==> config.mk <==
export PLATFORM = sky130hd
export DESIGN_NAME = ipc_mailbox_flat
export DESIGN_NICKNAME = d
export VERILOG_FILES = /design/src/rtl/ipc_mailbox_pkg.sv /design/src/rtl/ipc_mailbox_if.sv /design/src/rtl/ipc_mailbox_fifo.sv /design/src/rtl/ipc_mailbox.sv /design/src/flat_wrapper.sv
export VERILOG_INCLUDE_DIRS = /design/src /design/src/rtl
export SDC_FILE = /design/constraint.sdc
export NUM_CORES = 1
export LEC_CHECK = 0
export CAP_MARGIN = 20
export CELL_PAD_IN_SITES_DETAIL_PLACEMENT = 1
export CELL_PAD_IN_SITES_GLOBAL_PLACEMENT = 2
export CORE_UTILIZATION = 40
export DETAILED_ROUTE_END_ITERATION = 16
export DONT_BUFFER_PORTS = 1
export GPL_TIMING_DRIVEN = 0
export PLACE_DENSITY_LB_ADDON = 0.15
export SLEW_MARGIN = 30
export SYNTH_ARGS = -nofsm -noshare
export SYNTH_HDL_FRONTEND = slang
export SYNTH_HIERARCHICAL = 1
export SYNTH_SLANG_ARGS = --single-unit
==> constraint.sdc <==
create_clock -name clk -period 2.8 [get_ports clk]
set_clock_uncertainty 0.05 [all_clocks]
set_input_delay 0.42 -clock clk [delete_from_list [all_inputs] [get_ports clk]]
set_output_delay 0.42 -clock clk [all_outputs]
set_load 0.005 [all_outputs]
==> src/rtl/ipc_mailbox_defines.sv <==
// Shared constants for the IPC mailbox: bus widths, active-low enable and
// read/write encodings, register offsets, STATUS/SEM bit positions and the
// default mailbox base. Guarded so every file may include it.
`ifndef IPC_MAILBOX_DEFINES_SV
`define IPC_MAILBOX_DEFINES_SV

`define BUS_ADDR_WIDTH   16
`define DATA_WIDTH       32

`define Enable_          1'b0
`define Disable_         1'b1
`define Read             1'b1
`define Write            1'b0

`define MBOX_BASE_DEF    12'h0F0

`define MBOX_OFF_DATA    4'h0
`define MBOX_OFF_STATUS  4'h4
`define MBOX_OFF_SEM     4'h8
`define MBOX_OFF_RSVD    4'hC

`define ST_RX_EMPTY      0
`define ST_TX_FULL       1
`define ST_OVF           2
`define ST_CNT_LSB       4
`define ST_CNT_MSB       7

`define SEM_LOCKED       0
`define SEM_OWNER        1
`define SEM_MINE         2

`endif

==> src/rtl/ipc_mailbox_pkg.sv <==
// Package for the IPC mailbox: widths, register selector enum and helpers
// that decode the low address nibble and pack the STATUS / SEM read words.
`include "ipc_mailbox_defines.sv"

package ipc_mailbox_pkg;

  localparam int AW = `BUS_ADDR_WIDTH;
  localparam int DW = `DATA_WIDTH;

  typedef enum logic [2:0] {
    REG_DATA,
    REG_STATUS,
    REG_SEM,
    REG_RSVD,
    REG_NONE
  } reg_sel_e;

  // Only the four word-aligned offsets are registers; anything else is a hole.
  function automatic reg_sel_e decode_off(input logic [3:0] off);
    case (off)
      `MBOX_OFF_DATA:   return REG_DATA;
      `MBOX_OFF_STATUS: return REG_STATUS;
      `MBOX_OFF_SEM:    return REG_SEM;
      `MBOX_OFF_RSVD:   return REG_RSVD;
      default:          return REG_NONE;
    endcase
  endfunction

  function automatic logic [DW-1:0] pack_status(input logic       rx_empty,
                                                input logic       tx_full,
                                                input logic       ovf,
                                                input logic [3:0] rx_cnt);
    logic [DW-1:0] w;
    w = '0;
    w[`ST_RX_EMPTY]              = rx_empty;
    w[`ST_TX_FULL]               = tx_full;
    w[`ST_OVF]                   = ovf;
    w[`ST_CNT_MSB:`ST_CNT_LSB]   = rx_cnt;
    return w;
  endfunction

  function automatic logic [DW-1:0] pack_sem(input logic locked,
                                             input logic owner,
                                             input logic requester);
    logic [DW-1:0] w;
    w = '0;
    w[`SEM_LOCKED] = locked;
    w[`SEM_OWNER]  = owner;
    w[`SEM_MINE]   = locked && (owner == requester);
    return w;
  endfunction

endpackage

==> src/rtl/ipc_mailbox_if.sv <==
// Shared-bus interface seen by the mailbox: the granted master drives
// address/data/qualifier and the two active-low grants; the mailbox returns
// read data and its hit (odata mux select).
`include "ipc_mailbox_defines.sv"

interface ipc_mailbox_if;
  import ipc_mailbox_pkg::*;

  logic [AW-1:0] addr;
  logic [DW-1:0] idata;
  logic          rw_;
  logic          bgrt0_;
  logic          bgrt1_;
  logic [DW-1:0] odata;
  logic          hit;

  modport master (output addr, idata, rw_, bgrt0_, bgrt1_,
                  input  odata, hit);

  modport slave  (input  addr, idata, rw_, bgrt0_, bgrt1_,
                  output odata, hit);
endinterface

==> src/rtl/ipc_mailbox_fifo.sv <==
// mbox_fifo: small power-of-two FIFO used as one mailbox direction.
// Pushes to a full FIFO and pops from an empty one are ignored here as well,
// so the caller's guards are belt-and-braces. Storage is not reset; only the
// pointers and count are.
`include "ipc_mailbox_defines.sv"

module mbox_fifo #(
  parameter int DEPTH  = 4,
  parameter int DATA_W = 32
) (
  input  logic                     clk,
  input  logic                     reset_,
  input  logic                     push_i,
  input  logic                     pop_i,
  input  logic [DATA_W-1:0]        din_i,
  output logic [DATA_W-1:0]        dout_o,
  output logic                     empty_o,
  output logic                     full_o,
  output logic [$clog2(DEPTH):0]   count_o
);

  localparam int PW = $clog2(DEPTH);
  localparam int CW = PW + 1;

  logic [DATA_W-1:0] mem [DEPTH];
  logic [PW-1:0]     wr_ptr_q, wr_ptr_d;
  logic [PW-1:0]     rd_ptr_q, rd_ptr_d;
  logic [CW-1:0]     count_q,  count_d;
  logic              do_push, do_pop;

  assign empty_o = (count_q == '0);
  assign full_o  = (count_q == CW'(DEPTH));
  assign count_o = count_q;
  assign dout_o  = mem[rd_ptr_q];

  assign do_push = push_i && !full_o;
  assign do_pop  = pop_i  && !empty_o;

  // Next pointers/count; pointer width makes wrap modulo DEPTH implicit.
  always_comb begin
    wr_ptr_d = wr_ptr_q;
    rd_ptr_d = rd_ptr_q;
    count_d  = count_q;
    if (do_push) wr_ptr_d = wr_ptr_q + 1'b1;
    if (do_pop)  rd_ptr_d = rd_ptr_q + 1'b1;
    count_d = count_q + CW'(do_push) - CW'(do_pop);
  end

  // Control state: cleared immediately by reset.
  always_ff @(posedge clk or negedge reset_) begin
    if (!reset_) begin
      wr_ptr_q <= '0;
      rd_ptr_q <= '0;
      count_q  <= '0;
    end else begin
      wr_ptr_q <= wr_ptr_d;
      rd_ptr_q <= rd_ptr_d;
      count_q  <= count_d;
    end
  end

  // Storage write; contents are meaningless while the FIFO is empty.
  always_ff @(posedge clk) begin
    if (do_push) mem[wr_ptr_q] <= din_i;
  end

endmodule

==> src/rtl/ipc_mailbox.sv <==
// ipc_mailbox: two-CPU mailbox on a shared bus. box0 carries CPU1->CPU0,
// box1 carries CPU0->CPU1; the requester (from the active-low grants) reads
// its own rx box and writes the other one. Reads are purely combinational;
// a write takes effect once per contiguous write-hit phase (first cycle).
// Optional hardware semaphore enabled by defining MBOX_SEM_EN; without it
// the SEM offset reads 0 and ignores writes.
// STATUS reports rx_count in four bits, so DEPTH is expected to be <= 8.
`include "ipc_mailbox_defines.sv"

module ipc_mailbox
  import ipc_mailbox_pkg::*;
#(
  parameter logic [AW-5:0] MBOX_BASE = `MBOX_BASE_DEF,
  parameter int            DEPTH     = 4
) (
  input  logic        clk,
  input  logic        reset_,
  ipc_mailbox_if.slave bus
);

  localparam int CW = $clog2(DEPTH) + 1;

  logic          grant;
  logic          req;
  logic          rx, tx;
  logic          hit;
  reg_sel_e      sel;
  logic          wr_hit;
  logic          wr_hit_q;
  logic          accept;

  logic [1:0]    push, pop;
  logic [1:0]    empty, full;
  logic [DW-1:0] dout [2];
  logic [CW-1:0] cnt  [2];

  logic [1:0]    ovf_q, ovf_d;
  logic [DW-1:0] rd_data;
  logic [DW-1:0] sem_rd;

  // CPU0's grant wins if both are somehow asserted.
  assign grant  = (bus.bgrt0_ == `Enable_) || (bus.bgrt1_ == `Enable_);
  assign req    = (bus.bgrt0_ == `Enable_) ? 1'b0 : 1'b1;
  assign rx     = req;
  assign tx     = ~req;
  assign hit    = grant && (bus.addr[AW-1:4] == MBOX_BASE);
  assign sel    = decode_off(bus.addr[3:0]);
  assign wr_hit = hit && (bus.rw_ == `Write);
  assign accept = wr_hit && !wr_hit_q;

  assign bus.hit   = hit;
  assign bus.odata = rd_data;

  // Remember last cycle's write-hit so held writes act only once.
  always_ff @(posedge clk or negedge reset_) begin
    if (!reset_) wr_hit_q <= 1'b0;
    else         wr_hit_q <= wr_hit;
  end

  // FIFO strobes: DATA write pushes tx, STATUS bit0 pops a non-empty rx.
  always_comb begin
    push = '0;
    pop  = '0;
    if (accept && sel == REG_DATA) push[tx] = 1'b1;
    if (accept && sel == REG_STATUS && bus.idata[0] && !empty[rx]) pop[rx] = 1'b1;
  end

  for (genvar b = 0; b < 2; b++) begin : g_box
    mbox_fifo #(
      .DEPTH  (DEPTH),
      .DATA_W (DW)
    ) u_fifo (
      .clk     (clk),
      .reset_  (reset_),
      .push_i  (push[b]),
      .pop_i   (pop[b]),
      .din_i   (bus.idata),
      .dout_o  (dout[b]),
      .empty_o (empty[b]),
      .full_o  (full[b]),
      .count_o (cnt[b])
    );
  end

  // Sticky overflow per requester: set on a dropped push, cleared by STATUS bit2.
  always_comb begin
    ovf_d = ovf_q;
    if (accept && sel == REG_DATA && full[tx]) ovf_d[req] = 1'b1;
    if (accept && sel == REG_STATUS && bus.idata[2]) ovf_d[req] = 1'b0;
  end

  // Overflow flags register.
  always_ff @(posedge clk or negedge reset_) begin
    if (!reset_) ovf_q <= '0;
    else         ovf_q <= ovf_d;
  end

`ifdef MBOX_SEM_EN
  logic sem_locked_q, sem_locked_d;
  logic sem_owner_q,  sem_owner_d;

  // Semaphore: acquire only when free, release only by the current owner.
  always_comb begin
    sem_locked_d = sem_locked_q;
    sem_owner_d  = sem_owner_q;
    if (accept && sel == REG_SEM) begin
      if (bus.idata[0] && !sem_locked_q) begin
        sem_locked_d = 1'b1;
        sem_owner_d  = req;
      end else if (!bus.idata[0] && sem_locked_q && sem_owner_q == req) begin
        sem_locked_d = 1'b0;
      end
    end
  end

  // Semaphore state register.
  always_ff @(posedge clk or negedge reset_) begin
    if (!reset_) begin
      sem_locked_q <= 1'b0;
      sem_owner_q  <= 1'b0;
    end else begin
      sem_locked_q <= sem_locked_d;
      sem_owner_q  <= sem_owner_d;
    end
  end

  assign sem_rd = pack_sem(sem_locked_q, sem_owner_q, req);
`else
  assign sem_rd = '0;
`endif

  // Side-effect-free read mux; zero whenever the mailbox is not addressed.
  always_comb begin
    rd_data = '0;
    if (hit) begin
      case (sel)
        REG_DATA:   rd_data = empty[rx] ? '0 : dout[rx];
        REG_STATUS: rd_data = pack_status(empty[rx], full[tx], ovf_q[req], 4'(cnt[rx]));
        REG_SEM:    rd_data = sem_rd;
        default:    rd_data = '0;
      endcase
    end
  end

endmodule

==> src/flat_wrapper.sv <==
// flat-port wrapper written by rule: the top's interface ports become plain ports
module ipc_mailbox_flat import ipc_mailbox_pkg::*;
#(
  parameter logic [AW-5:0] MBOX_BASE = `MBOX_BASE_DEF,
  parameter int            DEPTH     = 4
)
  (clk, reset_, bus_addr, bus_idata, bus_rw_, bus_bgrt0_, bus_bgrt1_, bus_odata, bus_hit);
  ipc_mailbox_if bus_i ();
  input  logic clk;
  input  logic reset_;
  input wire logic [$bits(bus_i.addr)-1:0] bus_addr;
  input wire logic [$bits(bus_i.idata)-1:0] bus_idata;
  input wire logic [$bits(bus_i.rw_)-1:0] bus_rw_;
  input wire logic [$bits(bus_i.bgrt0_)-1:0] bus_bgrt0_;
  input wire logic [$bits(bus_i.bgrt1_)-1:0] bus_bgrt1_;
  output wire logic [$bits(bus_i.odata)-1:0] bus_odata;
  output wire logic [$bits(bus_i.hit)-1:0] bus_hit;
  assign bus_i.addr = bus_addr;
  assign bus_i.idata = bus_idata;
  assign bus_i.rw_ = bus_rw_;
  assign bus_i.bgrt0_ = bus_bgrt0_;
  assign bus_i.bgrt1_ = bus_bgrt1_;
  assign bus_odata = bus_i.odata;
  assign bus_hit = bus_i.hit;
  ipc_mailbox #(.MBOX_BASE(MBOX_BASE), .DEPTH(DEPTH)) u_core (.clk(clk), .reset_(reset_), .bus(bus_i));
endmodule
==> flow_metrics.env, run 1 <==
export IMPL_status="complete, no violations"
export IMPL_gr_usage_all_layers=0.174
export IMPL_numCtsBuffers=29
export IMPL_synth_top_area_cell="edfxtp_1"
export IMPL_synth_adder_area_share=0.0170
export IMPL_period_needed_ns=2.72
export IMPL_p_total_mw=8.23
export IMPL_ys_async_sr_fraction=0.0623
export IMPL_cts_tree="done"
export IMPL_yosysUniqueCellTypes=40
export IMPL_avgViaCountPerCell=5.32
export IMPL_final_util=0.487
export IMPL_worst_ep_arrival_time_ns=2.25
export IMPL_critPathLaunchType="register"
export IMPL_grt_antenna_before_repair=2
export IMPL_fmax_mhz=367
export IMPL_wirelength_mm=24.2
export IMPL_synth_nets=606
export IMPL_path_class="reg2out"
export IMPL_grt_max_degree=22
export IMPL_yosys_area_top_type_share=0.686
export IMPL_crit_path_end_kind="primary output"
export IMPL_drcViolationCount=0
export IMPL_synth_edff_count=256
export IMPL_synth_area_um2=11200
export IMPL_die_area_um2=28700
export IMPL_port_buffers=0
export IMPL_die_h_um=169
export IMPL_required_ns=2.33
export IMPL_ys_warn_count=6
export IMPL_ir_drop_mv=0.369
export IMPL_setup_tns_final_ns=0
export IMPL_min_path_type="in2reg"
export IMPL_core_um2=27300
export IMPL_place_detailed_hpwl_mm=15.0
export IMPL_htree_num_levels=1
export IMPL_area_growth_synth_to_final_pct=18.3
export IMPL_final_area_um2=13300
export IMPL_grt_pass1_wl_mm=36.3
export IMPL_synth_xor_area_frac=0.00625
export IMPL_relSlewSlack=0.446
export IMPL_crit_fanout=7
export IMPL_routabilityCongestion=0.755
export IMPL_vias=5406
export IMPL_setup_viol=0
export IMPL_worstSkewPairLatency_ns=0.55
export IMPL_synth_compound_area_share=0.0107
export IMPL_cellLeakagePower_nw=4.35
export IMPL_path_clk_slew_ns=0.06
export IMPL_synthSimpleGateAreaFrac=0.0491
export IMPL_drtIter0Drc=389
export IMPL_seq_area_frac_synth=0.724
export IMPL_clock_sinks=273
export IMPL_row_count=60
export IMPL_ctsRootBufferMaster="clkbuf_16"
export IMPL_synth_area_leaders="edfxtp_1 69%, mux4_2 11%, dfrtp_1 3.8%"
export IMPL_ys_flop_type="edfxtp_1"
export IMPL_io_pins=86
export IMPL_finalNetCount=686
export IMPL_overflow=0
export IMPL_drv_cap=0
export IMPL_tightest_slew_ns=0.829
export IMPL_power_density_nw_per_um2=621
export IMPL_rsz0062_at_grt="true"
export IMPL_fillers=2482
export IMPL_hold_viol=0
export IMPL_post_drt_wl_per_cell_um=23.9
export IMPL_synth_top_family_by_area="multiplexers"
export IMPL_grt_pass1_vias=5832
export IMPL_period_share=0.973
export IMPL_clock_path_buffers=3
export IMPL_initial_core_util=0.411
export IMPL_first_pass_iters=6
export IMPL_drive_above_1_share=0.296
export IMPL_ant_nets=0
export IMPL_slew_viol_final=0
export IMPL_synthMuxAreaShare=0.166
export IMPL_placed_area_um2=11900
export IMPL_syn_area_per_cell_um2=20.8
export IMPL_synthCells=539
export IMPL_ys_ff_latch=273
export IMPL_die_w_um=169
cell type report:
class / count / area [µm²] / area share
clock inverters: 22 / 171 / 0.0129
clock buffers: 32 / 737 / 0.0556
plain buffers: 24 / 254 / 0.0192
multi-input cells: 227 / 2890 / 0.218
flip-flops and latches: 273 / 8120 / 0.613
repair buffers: 51 / 568 / 0.0428
diodes: 2 / 5.00 / 0.000377
well taps: 372 / 465 / 0.0351
inverters: 13 / 48.8 / 0.00368
worst max-delay path, cell delays in order, from the launching register on:
cell	delay [ns]
dfrtp_1	0.35
buf_6	0.12
buf_12	0.13
mux4_2	0.54
mux2i_4	0.20
nor3_2	0.06
a21oi_1	0.21
nor2_1	0.09
cells in the mapped netlist, types with 2 or more instances:
cell       count
o31ai_1        2
o311ai_0       2
fa_1           2
mux2_2         5
edfxtp_1     256
nand2b_1       8
mux2i_1       32
buf_6          6
mux4_1         8
and3b_1        8
buf_2         10
and3_1         2
inv_1         13
o211ai_1       4
nor4_1         3
nand2_1        3
nor2_1        23
ha_1          12
clkbuf_1       3
buf_12         6
nor4bb_1       2
xnor2_1        8
mux4_2        56
a21oi_1        8
dfrtp_1       17
nor2_2        10
nand4bb_1      4
nor3b_4        2
nor3_1        12
a41oi_1        2
timing repair:
action | in CTS | in global routing
hold buffers | 34 | 0
endpoints found under the hold margin | 274 | 0
setup buffers | 6 | 3
pin swaps | 0 | 2
resized for setup | 11 | 7
endpoints found under the setup margin | 10 | 8
stage by stage:
step	worst slack (ns)	std cells	hold WS, ns
floorplan	0.0382	539	0.0744
global placement	-1.04	911	0.0750
detailed placement	-0.344	919	0.0751
CTS	0.00836	1011	0.0670
global route	-0.000163	1016	0.0801
finish	0.0770	1016	0.0923
power by group:
part	leakage (nW)	internal, mW	switching (mW)	total [mW]
Combinational	1.40	0.0601	0.0935	0.154
Clock	0.458	2.09	1.53	3.62
Sequential	2.50	4.46	0.000584	4.46
Total	4.35	6.61	1.63	8.23
path summary, 6_finish.rpt:
kind	slack (ns)	depth (start not counted)	startpoint	end
min in group asynchronous	0.36	1	reset_	u_core/g_box[0].u_fifo/wr_ptr_q[1]
max in group asynchronous	1.77	1	reset_	u_core/g_box[0].u_fifo/rd_ptr_q[1]
worst max-delay path	0.08	7	u_core/g_box[1].u_fifo/rd_ptr_q[0]	bus_odata[5]
worst min-delay path	0.09	2	bus_idata[2]	register
worst min register to register	0.54	2	register	register
worst max register to register	0.25	12	u_core/wr_hit_q	u_core/g_box[1].u_fifo/count_o[2]
state kept, by name, summed over array words and instances, names as in the netlist, named ones only:
name and count:
u_core/g_box.u_fifo/wr_ptr_q 4, u_core/g_box.u_fifo/rd_ptr_q 4, u_core/wr_hit_q 1, u_core/g_box.u_fifo/mem 256, u_core/g_box.u_fifo/count_o 6
layout by cell type (no fill, tap or decap), types with 3 or more instances in the layout:
cell type,instances
ha_1,12
dfrtp_1,9
nand2b_1,8
buf_2,8
edfxtp_1,256
inv_1,13
nor2_2,12
and3b_4,8
a21oi_1,8
nor3_1,10
nor3_2,3
mux4_2,56
dlygate4sd3_1,34
mux2_2,5
clkbuf_1,4
o211ai_1,4
buf_6,6
xnor2_1,8
clkinv_1,5
dfrtp_2,8
nand2_1,3
mux2i_1,29
clkbuf_16,29
mux4_1,8
clkinv_2,13
nand4bb_1,4
buf_12,14
buf_4,12
nor2_1,21
logic make-up after synthesis:
kind of cell | count (synthesis)
and+or+nand+nor | 85
AOI/OAI and AO/OA | 18
adders and majority gates | 14
DFF | 273
xor gates and xnor gates | 8
buffers and inverters | 39
muxes | 102
per-layer routing:
| layer | routed length (µm) | vias up | GRT usage |
|---|---|---|---|
| met1 | 10700 | 2855 | 0.238 |
| met2 | 11800 | 146 | 0.290 |
| met5 | 0 | - | 0 |
| li1 | - | 2370 | - |
| met3 | 1340 | 35 | 0.0310 |
| met4 | 423 | 0 | 0.0454 |
(Power assumes the default switching activity.)
==> inputs of run 2 (changes only) <==
--- a/config.mk
+++ b/config.mk
@@ -10,10 +10,12 @@
 export CELL_PAD_IN_SITES_DETAIL_PLACEMENT = 1
 export CELL_PAD_IN_SITES_GLOBAL_PLACEMENT = 2
 export CORE_UTILIZATION = 40
+export CTS_CLUSTER_DIAMETER = 150
 export DETAILED_ROUTE_END_ITERATION = 16
 export DONT_BUFFER_PORTS = 1
 export GPL_TIMING_DRIVEN = 0
 export PLACE_DENSITY_LB_ADDON = 0.15
+export REMOVE_ABC_BUFFERS = 1
 export SLEW_MARGIN = 30
 export SYNTH_ARGS = -nofsm -noshare
 export SYNTH_HDL_FRONTEND = slang
==> flow_metrics.env, run 2 (synthesis gave the netlist of run 1 again) <==
export IMPL_tightest_slew_ns=0.878
export IMPL_clock_path_buffers=3
export IMPL_htree_num_levels=1
export IMPL_grt_busiest_layer="met2"
export IMPL_overflow=0
export IMPL_die_area_um2=28700
export IMPL_cts_tree="done"
export IMPL_critPathLaunchType="register"
export IMPL_required_ns=2.33
export IMPL_grt_antenna_before_repair=3
export IMPL_wirelength_mm=25.0
export IMPL_gr_usage_all_layers=0.181
export IMPL_row_count=60
export IMPL_crit_slowest_cell="dfrtp_4"
export IMPL_finalNetCount=677
export IMPL_crit_path_end_kind="primary output"
export IMPL_crit_fanout=18
export IMPL_drv_cap=0
export IMPL_clock_sinks=273
export IMPL_hold_viol=0
export IMPL_seq_power_share=0.534
export IMPL_relSlewSlack=0.413
export IMPL_final_util=0.487
export IMPL_setup_tns_final_ns=0
export IMPL_numCtsBuffers=29
export IMPL_initial_core_util=0.411
export IMPL_path_class="reg2out"
export IMPL_ant_nets=0
export IMPL_setup_viol=0
export IMPL_r2r_end="u_core/g_box[1].u_fifo/count_o[2]"
export IMPL_die_w_um=169
export IMPL_crit_end="bus_odata[6]"
export IMPL_post_drt_wl_per_cell_um=24.8
export IMPL_use_met3=0.0324
export IMPL_core_um2=27300
export IMPL_drtIter0Drc=302
export IMPL_whs_path_depth=2
export IMPL_p_sw_mw=1.56
export IMPL_worst_ep_arrival_time_ns=2.22
export IMPL_grt_pass1_wl_mm=37.5
export IMPL_first_pass_iters=4
export IMPL_cp_startpoint="u_core/g_box[1].u_fifo/rd_ptr_q[1]"
export IMPL_top_register="u_core/g_box.u_fifo/mem"
export IMPL_r2r_slack_ns=0.28
export IMPL_clkPwrFrac=0.451
export IMPL_p_int_mw=6.79
export IMPL_io_pins=86
export IMPL_path_cells="mux4_2, mux2i_2, nor3_1, a21oi_1, nor2_1"
export IMPL_reg2reg_from="u_core/wr_hit_q"
export IMPL_avgViaCountPerCell=5.35
export IMPL_drcViolationCount=0
export IMPL_routabilityCongestion=0.683
export IMPL_cellLeakagePower_nw=4.31
export IMPL_p_comb_frac=0.015
export IMPL_grt_util_met2=0.303
export IMPL_switching_share=0.187
export IMPL_drive_above_1_share=0.275
export IMPL_fmax_mhz=372
export IMPL_slew_viol_final=0
export IMPL_rr_worst_depth=9
export IMPL_placed_area_um2=11700
export IMPL_layout_commonest_cell="edfxtp_1"
export IMPL_area_growth_synth_to_final_pct=18.5
export IMPL_period_needed_ns=2.69
export IMPL_status="complete, no violations"
export IMPL_vias=5392
export IMPL_grt_use_met1=0.244
export IMPL_period_share=0.960
export IMPL_ctsRootBufferMaster="clkbuf_16"
export IMPL_port_buffers=0
export IMPL_die_h_um=169
export IMPL_power_density_nw_per_um2=629
export IMPL_final_area_um2=13300
export IMPL_worstSkewPairLatency_ns=0.53
export IMPL_final_cell_mix="256 x edfxtp_1, 56 x mux4_2, 35 x dlygate4sd3_1"
export IMPL_path_clk_slew_ns=0.06
export IMPL_grt_max_degree=45
export IMPL_min_path_type="in2reg"
export IMPL_p_total_mw=8.35
export IMPL_grt_pass1_vias=5830
export IMPL_rsz0062_at_grt="true"
export IMPL_largest_reg_flops=256
export IMPL_place_detailed_hpwl_mm=13.8
export IMPL_cp_slowest_stage_delay_ns=0.71
export IMPL_ir_drop_mv=0.726
run 2: power groups by stage:
| stage | Sequential [mW] | Combinational, mW | Clock (mW) |
|---|---|---|---|
| 6_report | 4.46 | 0.126 | 3.76 |
| 4_1_cts | 4.46 | 0.127 | 3.86 |
| 5_1_grt | 4.46 | 0.137 | 3.99 |
| 3_3_place_gp | 4.55 | 0.0332 | 0 |
| 2_1_floorplan | 4.55 | 0.0297 | 0 |
| 3_5_place_dp | 4.55 | 0.0337 | 0 |
run 2: layout make-up:
class / instances / area (µm²)
flip-flops and latches: 273 / 8130
fillers: 2447 / 14000
clock buffers: 38 / 759
repair buffers: 65 / 795
well taps: 372 / 465
diodes: 3 / 7.51
multi-input cells: 228 / 2900
clock inverters: 15 / 176
inverters: 13 / 48.8
run 2: routing by layer:
layer	wire length, µm	vias up
met2	12200	138
met3	1230	37
li1	-	2354
met4	605	0
met5	0	-
met1	11000	2863
run 2: repair_timing:
item                                    in CTS  in global routing
pin swaps                                    1                  1
resized for setup                           12                  5
endpoints found under the setup margin      34                 18
hold buffers                                35                  0
setup buffers                               12                  8
gates cloned                                 1                  0
endpoints found under the hold margin      275                  0
run 2: stage by stage:
stage,instances,setup WS (ns),hold slack (ns)
3_3_place_gp,885,-1.75,0.0751
3_5_place_dp,895,-0.777,0.0749
2_1_floorplan,513,-0.442,0.0744
5_1_grt,1007,-0.0233,0.102
4_1_cts,996,0.00863,0.0528
6_report,1007,0.113,0.101
run 2: critical path: cells and delay by family (launching register included):
family,cells,cell delay [ns]
mux,2,0.63
simple gates,2,0.18
flops,1,0.71
compound gates,1,0.13
run 2: how the worst min path moves through the flow:
stage	start	endpoint
global route	bus_idata[2]	register
finish	bus_idata[2]	register
detailed placement	reset_	u_core/g_box[1].u_fifo/wr_ptr_q[1]
global placement	reset_	u_core/g_box[1].u_fifo/wr_ptr_q[1]
CTS	bus_addr[2]	u_core/g_box[1].u_fifo/wr_ptr_q[1]
floorplan	reset_	asynchronous set/reset pin
==> inputs of run 3 (changes only) <==
--- a/config.mk
+++ b/config.mk
@@ -7,15 +7,14 @@
 export NUM_CORES = 1
 export LEC_CHECK = 0
 export CAP_MARGIN = 20
-export CELL_PAD_IN_SITES_DETAIL_PLACEMENT = 1
-export CELL_PAD_IN_SITES_GLOBAL_PLACEMENT = 2
-export CORE_UTILIZATION = 40
+export CORE_UTILIZATION = 52
 export CTS_CLUSTER_DIAMETER = 150
 export DETAILED_ROUTE_END_ITERATION = 16
 export DONT_BUFFER_PORTS = 1
 export GPL_TIMING_DRIVEN = 0
 export PLACE_DENSITY_LB_ADDON = 0.15
 export REMOVE_ABC_BUFFERS = 1
+export SKIP_LAST_GASP = 1
 export SLEW_MARGIN = 30
 export SYNTH_ARGS = -nofsm -noshare
 export SYNTH_HDL_FRONTEND = slang
==> flow_metrics.env, run 3 (synthesis gave the netlist of run 1 again) <==
export IMPL_route_met3_wl_mm=1.12
export IMPL_worstSkewPairLatency_ns=0.53
export IMPL_register_area_um2=8130
export IMPL_drive_above_1_share=0.265
export IMPL_routed_top_layer="met4"
export IMPL_multi_input_area_um2=2870
export IMPL_top_register="u_core/g_box.u_fifo/mem"
export IMPL_final_cell_count_no_fill=895
export IMPL_gr_usage_all_layers=0.205
export IMPL_row_count=53
export IMPL_hold_viol=0
export IMPL_place_ws_ns=-0.965
export IMPL_min_path_type="in2reg"
export IMPL_grt_pass1_vias=5442
export IMPL_final_area_um2=13000
export IMPL_relSlewSlack=0.421
export IMPL_slew_viol_final=0
export IMPL_routabilityCongestion=0.732
export IMPL_status="complete, no violations"
export IMPL_period_share=0.980
export IMPL_htree_num_levels=1
export IMPL_fmax_mhz=364
export IMPL_drt_met1_wl_mm=9.50
export IMPL_crit_fanout=13
export IMPL_numCtsBuffers=27
export IMPL_wirelength_mm=22.4
export IMPL_setup_viol=0
export IMPL_cts_tree="done"
export IMPL_power_density_nw_per_um2=629
export IMPL_clock_sinks=273
export IMPL_path_class="reg2out"
export IMPL_period_needed_ns=2.75
export IMPL_drv_cap=0
export IMPL_die_area_um2=22200
export IMPL_post_drt_wl_per_cell_um=25.0
export IMPL_rsz0062_at_grt="true"
export IMPL_ctsRootBufferMaster="clkbuf_16"
export IMPL_final_cell_mix="256 x edfxtp_1, 56 x mux4_2, 35 x dlygate4sd3_1"
export IMPL_ir_drop_mv=0.525
export IMPL_required_ns=2.33
export IMPL_vias=5275
export IMPL_finalNetCount=666
export IMPL_initial_core_util=0.532
export IMPL_drtIter0Drc=325
export IMPL_worst_ep_arrival_time_ns=2.28
export IMPL_dp_cells=799
export IMPL_core_um2=21100
export IMPL_cellLeakagePower_nw=4.26
export IMPL_drcViolationCount=0
export IMPL_hold_end="u_core/g_box[1].u_fifo/wr_ptr_q[1]"
export IMPL_largest_reg_flops=256
export IMPL_fillers=1498
export IMPL_layout_commonest_cell="edfxtp_1"
export IMPL_met2_length_mm=11.2
export IMPL_r2r_slack_ns=0.22
export IMPL_io_pins=86
export IMPL_r2r_end="u_core/g_box[1].u_fifo/count_o[2]"
export IMPL_placed_area_um2=11600
export IMPL_avgViaCountPerCell=5.89
export IMPL_die_w_um=149
export IMPL_reg2reg_from="u_core/wr_hit_q"
export IMPL_num_antenna_cells=0
export IMPL_tightest_slew_ns=0.866
export IMPL_overflow=0
export IMPL_crit_path_end_kind="primary output"
export IMPL_whs_path_depth=3
export IMPL_area_growth_synth_to_final_pct=16.1
export IMPL_first_pass_iters=4
export IMPL_cp_startpoint="u_core/g_box[0].u_fifo/count_o[2]"
export IMPL_path_clk_slew_ns=0.06
export IMPL_rr_worst_depth=9
export IMPL_fin_ws_ns=0.0548
export IMPL_grt_antenna_before_repair=0
export IMPL_ant_nets=0
export IMPL_port_buffers=0
export IMPL_clock_path_buffers=3
export IMPL_critPathLaunchType="register"
export IMPL_grt_max_degree=45
export IMPL_die_h_um=149
export IMPL_final_util=0.617
export IMPL_place_detailed_hpwl_mm=12.4
export IMPL_hold_start="bus_addr[2]"
export IMPL_grt_pass1_wl_mm=32.7
run 3: critical path, stage by stage, from the launching register on:
cell	delay (ns)
dfrtp_1	0.52
nor3_1	0.10
mux2_4	0.34
nor2_4	0.20
nand3_4	0.28
nor2_1	0.28
run 3: report_power, final:
part	switching (mW)	leakage [nW]	internal, mW
registers	0.000617	2.49	4.46
clock network	1.47	0.444	2.14
logic	0.0673	1.32	0.0558
run 3: timing repair:
item	in CTS	in global routing
hold buffers	35	0
hold endpoints to repair	275	0
gates resized for setup	3	10
pin swaps	0	1
endpoints found under the setup margin	111	65
setup buffers	4	5
cloned	0	2
run 3: cell type report:
class,instances,area share
sequential,273,0.625
multi-input combinational,228,0.221
timing repair buffer,56,0.0554
clock buffer,30,0.0528
tap,275,0.0264
clock inverter,20,0.0164
inverter,13,0.00375
run 3: per-stage QoR:
step | power, mW | setup TNS [ns] | hold WS, ns
after floorplan | 4.58 | -100.75 | 0.0744
after global placement | 4.58 | -417.98 | 0.0748
after detailed placement | 4.58 | -120.27 | 0.0750
after CTS | 8.27 | -2.09 | 0.0536
after global routing | 8.42 | -0.642 | 0.0584
final | 8.20 | 0 | 0.0793
run 3: how the worst max path moves through the flow:
stage	end
6_report	bus_odata[28]
5_1_grt	bus_odata[7]
4_1_cts	bus_odata[7]
3_5_place_dp	u_core/g_box[1].u_fifo/count_o[2]
3_3_place_gp	u_core/g_box[0].u_fifo/mem[3][21]
2_1_floorplan	u_core/g_box[1].u_fifo/count_o[2]
run 3: layer usage:
metal	global-route usage	up-vias
li1	-	2319
met1	0.278	2781
met2	0.339	140
met3	0.0352	35
met4	0.0673	0
met5	0	-
